`src/rtl/key_sequence_sender_if.sv`:
```
// Key sequence sender bus: start/unlock toward the sender, key pulses and status back.
interface key_sequence_sender_if;
  logic       start;
  logic       unlock;
  logic [3:0] keys;
  logic       busy;
  logic [3:0] progress;
  logic       done;
  logic       pass;

  modport master (
    input  start,
    input  unlock,
    output keys,
    output busy,
    output progress,
    output done,
    output pass
  );

  modport slave (
    output start,
    output unlock,
    input  keys,
    input  busy,
    input  progress,
    input  done,
    input  pass
  );
endinterface

```
`src/rtl/key_sequence_sender.sv`:
```
// Sends a four-key one-hot sequence with idle gaps, then checks for unlock.
// Optional: KEY_SEQUENCE_SENDER_UNLOCK_CHECK_EN enables the WAIT_UNLOCK phase.
module key_sequence_sender #(
  parameter logic [3:0] CODE0   = 4'b0001,
  parameter logic [3:0] CODE1   = 4'b0100,
  parameter logic [3:0] CODE2   = 4'b1000,
  parameter logic [3:0] CODE3   = 4'b0010,
  parameter int         GAP     = 3,
  parameter int         TIMEOUT = 16
) (
  input logic                   clk,
  input logic                   reset,
  key_sequence_sender_if.master bus
);

  typedef enum logic [2:0] {
    S_IDLE,
    S_KEY,
    S_GAP,
`ifdef KEY_SEQUENCE_SENDER_UNLOCK_CHECK_EN
    S_WAIT,
`endif
    S_FINISH
  } state_t;

  localparam logic [7:0] GAP_LAST = 8'(GAP - 1);

`ifdef KEY_SEQUENCE_SENDER_UNLOCK_CHECK_EN
  localparam logic [7:0] TO_LAST = 8'(TIMEOUT - 1);
`else
  // Without the unlock check, TIMEOUT and unlock have no function.
  logic unused_cfg;
  assign unused_cfg = ^{bus.unlock, 8'(TIMEOUT)};
`endif

  state_t     state, state_d;
  logic [1:0] idx, idx_d;
  logic [7:0] cnt, cnt_d;
  logic [3:0] keys_q, keys_d;
  logic [3:0] prog_q, prog_d;
  logic       pass_q, pass_d;

  function automatic logic [3:0] code_of(input logic [1:0] i);
    logic [3:0] c;
    unique case (i)
      2'd0:    c = CODE0;
      2'd1:    c = CODE1;
      2'd2:    c = CODE2;
      default: c = CODE3;
    endcase
    return c;
  endfunction

  always_ff @(posedge clk or posedge reset) begin
    if (reset) begin
      state  <= S_IDLE;
      idx    <= 2'd0;
      cnt    <= 8'd0;
      keys_q <= 4'b0;
      prog_q <= 4'b0;
      pass_q <= 1'b0;
    end else begin
      state  <= state_d;
      idx    <= idx_d;
      cnt    <= cnt_d;
      keys_q <= keys_d;
      prog_q <= prog_d;
      pass_q <= pass_d;
    end
  end

  // keys_d is loaded one cycle ahead so the registered pulse lands in KEY.
  always_comb begin
    state_d = state;
    idx_d   = idx;
    cnt_d   = cnt;
    keys_d  = 4'b0;
    prog_d  = prog_q;
    pass_d  = pass_q;
    unique case (state)
      S_IDLE: begin
        if (bus.start) begin
          state_d = S_KEY;
          idx_d   = 2'd0;
          cnt_d   = 8'd0;
          keys_d  = CODE0;
          prog_d  = 4'b0;
          pass_d  = 1'b0;
        end
      end
      S_KEY: begin
        prog_d[idx] = 1'b1;
        state_d     = S_GAP;
        cnt_d       = 8'd0;
      end
      S_GAP: begin
        if (cnt == GAP_LAST) begin
          cnt_d = 8'd0;
          if (idx != 2'd3) begin
            state_d = S_KEY;
            idx_d   = idx + 2'd1;
            keys_d  = code_of(idx + 2'd1);
          end else begin
`ifdef KEY_SEQUENCE_SENDER_UNLOCK_CHECK_EN
            state_d = S_WAIT;
`else
            state_d = S_FINISH;
            pass_d  = 1'b1;
`endif
          end
        end else begin
          cnt_d = cnt + 8'd1;
        end
      end
`ifdef KEY_SEQUENCE_SENDER_UNLOCK_CHECK_EN
      S_WAIT: begin
        if (bus.unlock) begin
          state_d = S_FINISH;
          pass_d  = 1'b1;
          cnt_d   = 8'd0;
        end else if (cnt == TO_LAST) begin
          state_d = S_FINISH;
          cnt_d   = 8'd0;
        end else begin
          cnt_d = cnt + 8'd1;
        end
      end
`endif
      S_FINISH: begin
        state_d = S_IDLE;
        cnt_d   = 8'd0;
        idx_d   = 2'd0;
      end
      default: begin
        state_d = S_IDLE;
        cnt_d   = 8'd0;
        idx_d   = 2'd0;
      end
    endcase
  end

  assign bus.keys     = keys_q;
  assign bus.progress = prog_q;
  assign bus.pass     = pass_q;
  assign bus.busy     = (state != S_IDLE);
  assign bus.done     = (state == S_FINISH);

endmodule
```
`src/flat_wrapper.sv`:
```
// flat-port wrapper written by rule: the top's interface ports become plain ports
module key_sequence_sender_flat 
#(
  parameter logic [3:0] CODE0   = 4'b0001,
  parameter logic [3:0] CODE1   = 4'b0100,
  parameter logic [3:0] CODE2   = 4'b1000,
  parameter logic [3:0] CODE3   = 4'b0010,
  parameter int         GAP     = 3,
  parameter int         TIMEOUT = 16
)
  (clk, reset, bus_start, bus_unlock, bus_keys, bus_busy, bus_progress, bus_done, bus_pass);
  key_sequence_sender_if bus_i ();
  input logic clk;
  input logic reset;
  input wire logic [$bits(bus_i.start)-1:0] bus_start;
  input wire logic [$bits(bus_i.unlock)-1:0] bus_unlock;
  output wire logic [$bits(bus_i.keys)-1:0] bus_keys;
  output wire logic [$bits(bus_i.busy)-1:0] bus_busy;
  output wire logic [$bits(bus_i.progress)-1:0] bus_progress;
  output wire logic [$bits(bus_i.done)-1:0] bus_done;
  output wire logic [$bits(bus_i.pass)-1:0] bus_pass;
  assign bus_i.start = bus_start;
  assign bus_i.unlock = bus_unlock;
  assign bus_keys = bus_i.keys;
  assign bus_busy = bus_i.busy;
  assign bus_progress = bus_i.progress;
  assign bus_done = bus_i.done;
  assign bus_pass = bus_i.pass;
  key_sequence_sender #(.CODE0(CODE0), .CODE1(CODE1), .CODE2(CODE2), .CODE3(CODE3), .GAP(GAP), .TIMEOUT(TIMEOUT)) u_core (.clk(clk), .reset(reset), .bus(bus_i));
endmodule
```
`config.mk`:
```
export PLATFORM = sky130hd
export DESIGN_NAME = key_sequence_sender_flat
export DESIGN_NICKNAME = d
export VERILOG_FILES = /design/src/rtl/key_sequence_sender_if.sv /design/src/rtl/key_sequence_sender.sv /design/src/flat_wrapper.sv
export SDC_FILE = /design/constraint.sdc
export NUM_CORES = 1
export LEC_CHECK = 0
export CORE_UTILIZATION = 50
export CTS_CLUSTER_SIZE = 12
export DETAILED_ROUTE_END_ITERATION = 10
export PLACE_DENSITY_LB_ADDON = 0.12
export RECOVER_POWER = 25
export SKIP_CTS_REPAIR_TIMING = 1
export SYNTH_ARGS = -nofsm -noshare
export SYNTH_HDL_FRONTEND = slang
export SYNTH_SLANG_ARGS = --single-unit
```
`constraint.sdc`:
```
create_clock -name clk -period 3.5 [get_ports clk]
set_input_delay 0.35 -clock clk [delete_from_list [all_inputs] [get_ports clk]]
set_output_delay 0.35 -clock clk [all_outputs]
set_load 0.005 [all_outputs]
```
==> results of run 1 <==
## critical path, cell delays in order (launching register included)
cell and delay (ns):
dfrtp_1 0.51, or2_2 0.34, clkdlybuf4s50_1 0.45
## placed cells by master (no fill, tap or decap), types with 3 or more instances in the layout
cell type         n
dfrtp_1          21
ha_1              9
and2_1            4
nand2b_1          3
nor2_1            9
a21oi_1           8
xnor2_1           4
o21ai_0           7
nand3_1           8
clkdlybuf4s50_1  12
clkbuf_4          3
nor3_1            3
inv_1             6
nand2_1          10
## layer usage
layer / routed length (um) / vias to the layer above
li1: - / 400
met1: 909 / 361
met2: 810 / 36
met3: 148 / 4
met4: 42 / 0
met5: 0 / -
## how the worst max path moves through the flow
stage / startpoint / end / cells after the start
6_report: u_core.state[0] / bus_busy / 2
5_1_grt: u_core.state[0] / u_core.cnt[7] / 4
4_1_cts: u_core.state[0] / bus_busy / 2
3_5_place_dp: bus_start / u_core.state[0] / 4
3_3_place_gp: bus_start / u_core.state[0] / 4
2_1_floorplan: u_core.cnt[0] / u_core.idx[1] / 6
## kinds of logic (layout without fill, tap and decap cells)
family,count (synthesis),after routing
AOI/OAI and AO/OA,18,18
xor gates and xnor gates,4,4
adders and majority gates,9,9
buffers and inverters,7,23
DFF,21,21
muxes,1,1
and+or+nand+nor,49,49
## cell usage after synthesis
master	number	area (sq um)
o22ai_1	1	6.26
and2b_1	1	7.51
or2_2	1	6.26
or3_2	1	7.51
ha_1	9	113
nor2b_1	1	6.26
o21ai_4	1	16.3
and2_1	4	25.0
o21ai_0	7	35.0
and2b_2	1	8.76
a21oi_1	8	40.0
nor2_1	9	33.8
nand3_1	8	40.0
xnor2_1	4	35.0
nor4bb_1	1	10.0
nor3_4	1	16.3
dfrtp_1	21	526
mux2i_1	1	10.0
or3_1	1	6.26
or4_4	1	11.3
clkbuf_1	1	3.75
o22ai_2	1	12.5
nor3_1	3	15.0
nand2_1	10	37.5
nand3b_1	1	7.51
nand2b_1	3	18.8
inv_1	6	22.5
and3_2	1	7.51
or3b_2	1	8.76
## report_power, final
group / internal, mW / leakage, nW / switching, mW
Combinational: 0.134 / 0.268 / 0.149
Sequential: 0.283 / 0.286 / 0.0580
Clock: 0.0445 / 0.0150 / 0.0704
## state kept, by name, summed over array words and instances (netlist names)
signal and count:
u_core.bus.progress 4, u_core.bus.pass 1, u_core.bus.keys 4, u_core.cnt 8
u_core.idx 2, u_core.state 2
## layout make-up
class	instances	share of cell area, %
sequential	21	41.1
timing repair buffer	13	10.2
multi-input combinational	81	42.3
clock buffer	4	2.05
inverter	6	1.76
tap	27	2.64
==> impl_metrics.env, run 1 <==
export IMPL_status="finished clean"
export IMPL_die_y_um=48.8
export IMPL_fmax_mhz=511
export IMPL_drt_wl_total_mm=1.91
export IMPL_cts_tree="done"
export IMPL_hold_viol_final=0
export IMPL_num_io_pins=15
export IMPL_ys_ff_latch=21
export IMPL_grt_pass1_wl_mm=3.37
export IMPL_use_met1_pct=27.6
export IMPL_drtAntennaViolNets=0
export IMPL_synthAdderAreaFrac_pct=10.3
export IMPL_grt_max_degree=22
export IMPL_fp_dieW_um=48.8
export IMPL_final_nets=139
export IMPL_n_fill_cell=166
export IMPL_setup_violations=0
export IMPL_cp_max_fo=12
export IMPL_vdd_ir_drop_max_mv=0.495
export IMPL_numPortBuffers=13
export IMPL_antenna_found_initial=0
export IMPL_syn_nets=122
export IMPL_drive_above_1_share_pct=9.60
export IMPL_preCtsSetupSlack_ns=1.34
export IMPL_skew_ns=0.00303
export IMPL_timing_final_crit_period_ns=1.96
export IMPL_muxShareOfSynthArea_pct=0.915
export IMPL_place_inst=148
export IMPL_final_util_pct=63.9
export IMPL_path_class="register to primary output"
export IMPL_slew_viol_final=0
export IMPL_multiInputGateArea_sq_um=542
export IMPL_yosys_area_share_simple_pct=25.1
export IMPL_rr_endpoint="u_core.state[0]"
export IMPL_max_slew_margin_pct=33.7
export IMPL_drtIter0Drc=30
export IMPL_viasPerCell=5.27
export IMPL_ff2ff_path_depth=3
export IMPL_grt_total_usage_pct=18.9
export IMPL_r2r_start="u_core.state[0]"
export IMPL_core_rowCount=16
export IMPL_fin_ws_ns=1.54
export IMPL_grt_busiest_layer="met1"
export IMPL_power_density_nw_per_um2=578
export IMPL_place_hpwl_mm=1.34
export IMPL_max_cap_violations=0
export IMPL_vias=801
export IMPL_critPathLaunchType="register"
export IMPL_drtPass1Iterations=4
export IMPL_crit_required_ns=3.15
export IMPL_seq_area_sq_um=526
export IMPL_gr_usage_met3_pct=3.77
export IMPL_synthToLayoutAreaGrowth_pct=17.0
export IMPL_leakagePower_nw=0.569
export IMPL_clock_root_buffer="clkbuf_4"
export IMPL_grt_pass1_vias=737
export IMPL_hp_class="register to register"
export IMPL_syn_avg_cell_area_sq_um=10.0
export IMPL_initial_core_util_pct=54.6
export IMPL_dieArea_sq_um=2380
export IMPL_dpl_cell_area_sq_um=1250
export IMPL_design_area_sq_um=1280
export IMPL_power_total_uw=739
export IMPL_rsz0062_at_grt="no"
export IMPL_clkSinkCount=21
export IMPL_htreeDepth=1
export IMPL_synth_xor_area_share_pct=3.20
export IMPL_max_slew_worst_pin_slew_ns=0.987
export IMPL_yosysSeqAreaShare_pct=48.1
export IMPL_synth_compound_area_share_pct=10.1
export IMPL_path_clk_slew_ns=0.11
export IMPL_syn_inst=109
export IMPL_tns_ns=0
export IMPL_clk_latency_ns=0.30
export IMPL_synth_top_family_by_area="simple AND/OR/NAND/NOR gates"
export IMPL_gp_congestion=0.763
export IMPL_met2_usage_pct=26.9
export IMPL_cp_arrival_ns=1.61
export IMPL_cp_end_kind="primary output"
export IMPL_fin_cells=152
export IMPL_holdWs_ns=0.526
export IMPL_synth_cell_types=29
export IMPL_gr_total_overflow=0
export IMPL_r2r_slack_ns=1.56
export IMPL_syn_area_sq_um=1090
export IMPL_whs_path_depth=2
export IMPL_hold_path_end="u_core.bus.pass"
export IMPL_core_area_sq_um=2000
export IMPL_detail_route_wl_per_cell_um=12.6
export IMPL_fin_crit_sh_pct=55.9
export IMPL_n_antenna_cell=0
export IMPL_drc=0
export IMPL_holdCritStartpoint="u_core.bus.pass"
export IMPL_cts_buffers=3
export IMPL_yosys_warnings=0
export IMPL_cts_max_path_buffers=2
No activity file was read; power rests on OpenSTA's default activity.
==> run 2, diff against run 1 <==
Settings changed: CORE_UTILIZATION 50 to 47.
Clock period 3.5 ns to 1.65 ns, I/O delays scaled along.
==> impl_metrics.env, run 2 (synthesis gave the netlist of run 1 again) <==
export IMPL_final_nets=158
export IMPL_initial_core_util_pct=49.4
export IMPL_gr_total_overflow=0
export IMPL_rsz0062_at_grt="yes"
export IMPL_drtAntennaViolNets=0
export IMPL_clkSinkCount=21
export IMPL_cp_arrival_ns=1.90
export IMPL_fp_dieW_um=50.2
export IMPL_leakagePower_nw=0.692
export IMPL_detail_route_wl_per_cell_um=12.9
export IMPL_drt_wl_total_mm=2.23
export IMPL_path_clk_slew_ns=0.11
export IMPL_cp_startpoint="u_core.cnt[0]"
export IMPL_max_slew_worst_pin_slew_ns=1.13
export IMPL_design_area_sq_um=1440
export IMPL_largest_register_ffs=8
export IMPL_critPathLaunchType="register"
export IMPL_drive_above_1_share_pct=23.6
export IMPL_holdCritStartpoint="u_core.bus.pass"
export IMPL_violations="negative setup slack"
export IMPL_ff2ff_path_depth=6
export IMPL_synthToLayoutAreaGrowth_pct=31.9
export IMPL_status="complete, but fails checks"
export IMPL_final_common_cell="dfrtp_1"
export IMPL_cts_tree="done"
export IMPL_antenna_found_initial=0
export IMPL_final_util_pct=65.2
export IMPL_cp_end_kind="register"
export IMPL_power_density_nw_per_um2=1250
export IMPL_die_y_um=50.2
export IMPL_num_io_pins=15
export IMPL_core_rowCount=17
export IMPL_regMostFlops="u_core.cnt"
export IMPL_hp_class="register to register"
export IMPL_drtIter0Drc=11
export IMPL_n_antenna_cell=0
export IMPL_skew_ns=0.00473
export IMPL_power_total_mw=1.81
export IMPL_cp_max_fo=6
export IMPL_vdd_ir_drop_max_mv=0.789
export IMPL_r2r_start="u_core.cnt[0]"
export IMPL_timing_final_crit_period_ns=1.65
export IMPL_grt_pass1_vias=811
export IMPL_drc=0
export IMPL_grt_max_degree=22
export IMPL_preCtsSetupSlack_ns=0.0242
export IMPL_slew_viol_final=0
export IMPL_fin_ws_ns=-0.00319
export IMPL_max_slew_margin_pct=24.7
export IMPL_fin_crit_sh_pct=100
export IMPL_max_cap_violations=0
export IMPL_path_class="register to register"
export IMPL_dpl_cell_area_sq_um=1360
export IMPL_grt_pass1_wl_mm=3.57
export IMPL_core_area_sq_um=2210
export IMPL_clock_root_buffer="clkbuf_4"
export IMPL_fmax_mhz=605
export IMPL_dieArea_sq_um=2520
export IMPL_place_inst=162
export IMPL_gp_congestion=0.759
export IMPL_crit_required_ns=1.90
export IMPL_hold_viol_final=0
export IMPL_htreeDepth=1
export IMPL_clk_latency_ns=0.31
export IMPL_fin_cells=172
export IMPL_n_fill_cell=202
export IMPL_cts_buffers=3
export IMPL_drtPass1Iterations=4
export IMPL_grt_total_usage_pct=19.5
export IMPL_cts_max_path_buffers=2
export IMPL_layout_common_cells="dfrtp_1 (19), buf_4 (18), nand2_1 (10), clkdlybuf4s50_1 (10)"
export IMPL_setup_violations=1
export IMPL_place_hpwl_mm=1.54
export IMPL_numPortBuffers=13
export IMPL_vias=871
export IMPL_viasPerCell=5.06
export IMPL_whs_path_depth=2
==> run 2: cell types whose count changed in the layout (fill, tap and decap cells not counted), sizes merged <==
cell	before	now
clkbuf	4	5
clkdlybuf4s50	12	10
dlymetal6s2s	0	2
buf	0	18
==> run 2: metal layers <==
metal  vias to the layer above  global-route usage (%)  share of wire, %  wire [um]
met1                       408                    26.9                48       1070
met4                         0                    11.9               1.9         42
met5                         -                       0                 0          0
met3                         6                    3.64               3.3         73
met2                        22                    28.0                47       1040
li1                        435                       -                 -          -
==> run 2: power breakdown <==
part,leakage [nW],internal (mW),switching (mW)
sequential,0.283,0.606,0.0812
clock,0.0150,0.0945,0.153
combinational,0.393,0.455,0.420
==> run 2: critical path, cell delays in order, from the launching register on <==
cell and delay, ns:
dfrtp_1 0.39, inv_1 0.06, ha_1 0.15, or3b_4 0.42, o21ai_4 0.23, and2b_2 0.21, nor2b_4 0.13
==> run 2: worst paths after layout <==
check | end | slack, ns
min in group asynchronous | u_core.cnt[2] | 0.64
worst max register to register | u_core.state[0] | -0.003
worst min-delay path | u_core.bus.pass | 0.54
max in group asynchronous | u_core.state[0] | 0.26
worst min register to register | u_core.bus.pass | 0.54
worst max-delay path | u_core.state[0] | -0.003
==> run 2: final cells by class <==
class | instances | area (sq um) | area share, %
Multi-Input combinational cell | 81 | 557 | 38.6
Sequential cell | 21 | 528 | 36.6
Timing Repair Buffer | 32 | 274 | 19.0
Tap cell | 28 | 35.0 | 2.43
Clock buffer | 4 | 26.3 | 1.82
Inverter | 6 | 22.5 | 1.56
==> run 2: per-stage QoR <==
step	hold slack [ns]	TNS, ns
global route	0.567	-0.107
finish	0.537	-0.00319
global placement	0.500	0
detailed placement	0.511	0
floorplan	0.142	0
CTS	0.183	-0.216
